--- src/rtl/io_cond_pkg.sv ---
// Shared constants for the IO input conditioner: sync depth limits, default
// filter counter width and the controller-side channel map.
package io_cond_pkg;
  localparam int SYNC_STAGES_MIN = 2;
  localparam int SYNC_STAGES_MAX = 4;
  localparam int CNT_W_DEFAULT   = 8;

  localparam int CH_RESET_N = 0;
  localparam int CH_LATCH   = 1;
  localparam int CH_TRIGGER = 2;
  localparam int CH_SCLK    = 3;
  localparam int CH_MOSI    = 4;
  localparam int CH_SS_N    = 5;
endpackage

--- src/rtl/io_input_channel.sv ---
// One conditioned input bit: pad/LA mux, polarity invert, sync chain,
// consecutive-sample glitch filter and edge pulses.
module io_input_channel #(
  parameter int   SYNC_STAGES = 2,
  parameter int   CNT_W       = 8,
  parameter logic RST_VAL     = 1'b0
) (
  input  logic             clock,
  input  logic             reset,
  input  logic             io_in,
  input  logic             la_oenb,
  input  logic             la_data_in,
  input  logic             channel_invert,
  input  logic             filter_enable,
  input  logic [CNT_W-1:0] cfg_filter_cycles,
  output logic             filtered_out,
  output logic             rise_pulse,
  output logic             fall_pulse,
  output logic             filter_busy
);
  logic                   sel;
  logic                   raw_s;
  logic [SYNC_STAGES-1:0] sync_q;
  logic [CNT_W-1:0]       cnt_q, cnt_nxt;
  logic [CNT_W:0]         cnt_inc;
  logic                   filt_nxt;

  always_comb begin
    sel      = (la_oenb ? io_in : la_data_in) ^ channel_invert;
    raw_s    = sync_q[SYNC_STAGES-1];
    // one extra bit so the increment can never wrap before the compare
    cnt_inc  = {1'b0, cnt_q} + {{CNT_W{1'b0}}, 1'b1};
    filt_nxt = filtered_out;
    cnt_nxt  = '0;
    if (!filter_enable || (cfg_filter_cycles == '0)) begin
      filt_nxt = raw_s;
    end else if (raw_s != filtered_out) begin
      if (cnt_inc >= {1'b0, cfg_filter_cycles}) filt_nxt = raw_s;
      else                                      cnt_nxt  = cnt_inc[CNT_W-1:0];
    end
  end

  always_ff @(posedge clock) begin
    if (reset) begin
      sync_q       <= {SYNC_STAGES{RST_VAL}};
      filtered_out <= RST_VAL;
      cnt_q        <= '0;
      rise_pulse   <= 1'b0;
      fall_pulse   <= 1'b0;
      filter_busy  <= 1'b0;
    end else begin
      sync_q       <= {sync_q[SYNC_STAGES-2:0], sel};
      filtered_out <= filt_nxt;
      cnt_q        <= cnt_nxt;
      rise_pulse   <= filt_nxt & ~filtered_out;
      fall_pulse   <= ~filt_nxt & filtered_out;
      filter_busy  <= (cnt_nxt != '0);
    end
  end
endmodule

--- src/rtl/io_input_conditioner.sv ---
// Front end for controller-side digital inputs: NUM_CHANNELS independent
// conditioned channels sharing one filter-length setting.
module io_input_conditioner
  import io_cond_pkg::*;
#(
  parameter int                      NUM_CHANNELS = 8,
  parameter int                      SYNC_STAGES  = 2,
  parameter int                      CNT_W        = CNT_W_DEFAULT,
  parameter logic [NUM_CHANNELS-1:0] RESET_VALUE  = '0
) (
  input  logic                    clock,
  input  logic                    reset,
  input  logic [NUM_CHANNELS-1:0] io_in,
  input  logic [NUM_CHANNELS-1:0] la_oenb,
  input  logic [NUM_CHANNELS-1:0] la_data_in,
  input  logic [NUM_CHANNELS-1:0] channel_invert,
  input  logic [NUM_CHANNELS-1:0] filter_enable,
  input  logic [CNT_W-1:0]        cfg_filter_cycles,
  output logic [NUM_CHANNELS-1:0] filtered_out,
  output logic [NUM_CHANNELS-1:0] rise_pulse,
  output logic [NUM_CHANNELS-1:0] fall_pulse,
  output logic [NUM_CHANNELS-1:0] filter_busy
);
  if (SYNC_STAGES < SYNC_STAGES_MIN || SYNC_STAGES > SYNC_STAGES_MAX) begin : g_bad_sync
    $error("io_input_conditioner: SYNC_STAGES out of range");
  end

  for (genvar i = 0; i < NUM_CHANNELS; i++) begin : g_ch
    io_input_channel #(
      .SYNC_STAGES (SYNC_STAGES),
      .CNT_W       (CNT_W),
      .RST_VAL     (RESET_VALUE[i])
    ) u_ch (
      .clock             (clock),
      .reset             (reset),
      .io_in             (io_in[i]),
      .la_oenb           (la_oenb[i]),
      .la_data_in        (la_data_in[i]),
      .channel_invert    (channel_invert[i]),
      .filter_enable     (filter_enable[i]),
      .cfg_filter_cycles (cfg_filter_cycles),
      .filtered_out      (filtered_out[i]),
      .rise_pulse        (rise_pulse[i]),
      .fall_pulse        (fall_pulse[i]),
      .filter_busy       (filter_busy[i])
    );
  end
endmodule

--- config.mk ---
export PLATFORM = sky130hd
export DESIGN_NAME = io_input_conditioner
export DESIGN_NICKNAME = d
export VERILOG_FILES = /design/src/rtl/io_cond_pkg.sv /design/src/rtl/io_input_channel.sv /design/src/rtl/io_input_conditioner.sv
export SDC_FILE = /design/constraint.sdc
export NUM_CORES = 1
export LEC_CHECK = 0
export BUFFER_PORTS_ARGS = -buffer_cell sky130_fd_sc_hd__buf_4
export CORE_MARGIN = 4
export CORE_UTILIZATION = 59
export DETAILED_ROUTE_END_ITERATION = 8
export GPL_TIMING_DRIVEN = 0
export PLACE_DENSITY = 0.93
export RECOVER_POWER = 100
export SKIP_LAST_GASP = 1
export SLEW_MARGIN = 40
export SYNTH_ARGS = -nofsm -noshare
export SYNTH_HDL_FRONTEND = slang
export SYNTH_SLANG_ARGS = --single-unit
--- constraint.sdc ---
create_clock -name clock -period 3.14 [get_ports clock]
set_input_delay 0.785 -clock clock [delete_from_list [all_inputs] [get_ports clock]]
set_output_delay 0.785 -clock clock [all_outputs]
set_load 0.05 [all_outputs]
==> flow_summary.json <==
{
  "clkTransAtPathRegs_ns": 0.10,
  "cts.sinks": 112,
  "setup_tns_ns": 0,
  "outcome": "complete, no violations",
  "cts-root-buf": "clkbuf_8",
  "layout_common_cells": "dfxtp_1, buf_4, ha_1, nand2_1, clkbuf_1",
  "dpl_cell_area_um2": 7338,
  "critPathLaunch": "g_ch[3].u_ch.cnt_q[0]",
  "dpl.hpwl_um": 10950,
  "ioPinCount": 82,
  "holdCritPathClass": "reg -> reg",
  "yosys_warnings": 0,
  "cp_max_fo": 9,
  "critical_path_buf_inv_count": 1,
  "fin_crit_sh_pct": 94.84,
  "final_common_cell": "dfxtp_1",
  "synth_top_family_by_area": "simple AND/OR/NAND/NOR gates",
  "num_vias": 5368,
  "rows": 38,
  "fin_skew_ns": 0.007817,
  "start_util_pct": 60.47,
  "worstHoldStart": "g_ch[7].u_ch.sync_q[0]",
  "vias_per_cell": 5.674,
  "area_growth_pct": 12.37,
  "gp_congestion": 0.8930,
  "ys.flop_type": "dfxtp_1",
  "end_kind": "flop",
  "io_buffers": 81,
  "clock.fmax_ghz": 0.3358,
  "grt_pass1_wl_um": 23380,
  "fp.dieH_um": 113.4,
  "max_stage_delay_ns": 0.52,
  "regArea_um2": 2242,
  "clk_path_buf_depth": 2,
  "syn_area_um2": 6555,
  "grt_max_degree": 16,
  "worst_skew_pair.late_latency_ns": 0.38,
  "cts-hold-fix-buffers": 0,
  "yosysTopAreaCell": "dfxtp_1",
  "fp.dieW_um": 113.4,
  "slew_headroom_pct": 53.03,
  "period_minus_slack_ns": 2.978,
  "grt_setup_unrepaired": "false",
  "grt_usage_pct": 22.65,
  "wl_met3_um": 834,
  "worst_ep_required_time_ns": 3.47,
  "rr_startpoint": "g_ch[3].u_ch.cnt_q[0]",
  "cts_tree": "yes",
  "path_cells": "ha_1 > nand3_4 > nor2_1 > xor2_1 > ha_1 > a21o_1 > a221o_1 > or4b_1 > buf_2 > a31oi_4",
  "arrival_ns": 3.30,
  "design_area_um2": 7366,
  "cp_common_cell": "ha_1",
  "wire_per_inst_um": 15.30,
  "hold_viol": 0,
  "synth_top_area_share_pct": 34.21,
  "synth-edff-count": 0,
  "max_cap_violations": 0,
  "ys_ff_latch": 112,
  "synth_area_leaders": "dfxtp_1, ha_1, xnor2_1, xor2_1, nor3b_1",
  "first_global_vias": 5099,
  "synth_mux_area_share_pct": 2.596,
  "detail-route-antenna-nets": 0,
  "nets": 925,
  "avgSynthCellArea_um2": 9.219,
  "yosysSeqAreaShare_pct": 34.21,
  "antenna_found_initial": 0,
  "first_iter_violations": 277,
  "dr.pass1.iters": 6,
  "wl_met1_um": 6415,
  "place_ws_ns": 0.1894,
  "cts_htree_levels": 3,
  "coreArea_um2": 10840,
  "setup_slack_ns": 0.1621,
  "cts_buffers": 9,
  "antenna_cells": 0,
  "fillerInstances": 853,
  "async_flop_share_pct": 0,
  "p_leak_uw": 0.003341,
  "drive_gt1_share_pct": 13.15,
  "overflow": 0,
  "synth_compound_area_share_pct": 9.028,
  "synthAdderAreaFrac_pct": 13.74,
  "synth_cell_types": 50,
  "syn-num-nets": 833,
  "remaining_drc_errors": 0,
  "drt-total-wl_um": 14480,
  "finalSetupViolations": 0,
  "ff2ff_setup_slack_ns": 0.16,
  "dieArea_um2": 12860,
  "wl_met2_um": 6878,
  "critPathTopFamily": "simple AND/OR/NAND/NOR gates",
  "start_kind": "flop",
  "crit_type": "reg -> reg",
  "drv_slew": 0,
  "crit_slowest_cell": "or4b_1",
  "multi_input_area_um2": 3924,
  "vdd_ir_drop_max_mv": 0.2003,
  "worst_pin_slew_ns": 0.7039,
  "synth-simple-area-share_pct": 24.15,
  "powerDensity_nw_per_um2": 343.9,
  "syn_inst": 711,
  "final_util_pct": 67.95,
  "dr.max_layer_used": "met4",
  "synthXorXnorAreaFrac_pct": 10.29
}
power by group:
part	internal [uW]	switching (uW)	leakage [uW]
Sequential	1450	21.3	0.000907
Combinational	128	176	0.00235
Clock	302	457	0.0000794
Total	1880	654	0.00334
synth_stat cells (17+ instances only):
| cell type | count |
|---|---|
| dfxtp_1 | 112 |
| ha_1 | 72 |
| nand2_1 | 49 |
| xnor2_1 | 39 |
| xor2_1 | 38 |
| nor3_1 | 36 |
| nor2_1 | 35 |
| nand3_1 | 33 |
| nor3b_1 | 33 |
| buf_4 | 32 |
| inv_1 | 27 |
| nor2b_1 | 21 |
| mux2i_1 | 17 |
| nor4b_1 | 17 |
registers in the layout, summed over array words and instances, names as in the netlist:
| name | flops |
|---|---|
| g_ch.u_ch.cnt_q | 64 |
| g_ch.u_ch.sync_q | 16 |
| g_ch.u_ch.fall_pulse | 8 |
| g_ch.u_ch.filter_busy | 8 |
| g_ch.u_ch.filtered_out | 8 |
| g_ch.u_ch.rise_pulse | 8 |
per-layer routing:
metal | GRT usage (%) | vias to the layer above
met5 | 0 | -
met4 | 9.856 | 0
met3 | 3.873 | 25
met2 | 38.59 | 157
met1 | 28.25 | 2498
li1 | - | 2688
worst paths after layout:
| check | endpoint | depth (start not counted) |
|---|---|---|
| worst min register to register | g_ch[7].u_ch.sync_q[1] | 1 |
| worst max-delay path | g_ch[3].u_ch.filter_busy | 10 |
| worst max register to register | g_ch[3].u_ch.filter_busy | 10 |
| worst min-delay path | g_ch[7].u_ch.sync_q[1] | 1 |
cells by family after synthesis:
logic type                 Yosys count
AOI/OAI and AO/OA                   83
and+or+nand+nor                    280
buffers and inverters               70
adders and majority gates           72
xor gates and xnor gates            77
DFF                                112
muxes                               17
area by class of cell:
type,instances,share of cell area (%)
Buffer,42,3.822
Clock buffer,13,2.021
Clock inverter,1,0.06795
Inverter,28,1.427
Multi-Input combinational cell,529,53.27
Sequential cell,112,30.44
Tap cell,140,2.378
Timing Repair Buffer,81,6.574
what timing repair did:
action / 4_1_cts / 5_1_grt
resized for setup: 0 / 1
setup buffers: 0 / 0
endpoints found under the setup margin: 0 / 6
through the flow:
stage | cells | hold slack [ns] | total power, uW
6_report | 946 | 0.4437 | 2533
5_1_grt | 946 | 0.4749 | 2631
4_1_cts | 946 | 0.4458 | 2547
3_5_place_dp | 932 | 0.4239 | 1814
3_3_place_gp | 932 | 0.4192 | 1803
2_1_floorplan | 711 | 0.4138 | 1691
Power figures use the tool's default switching activity.
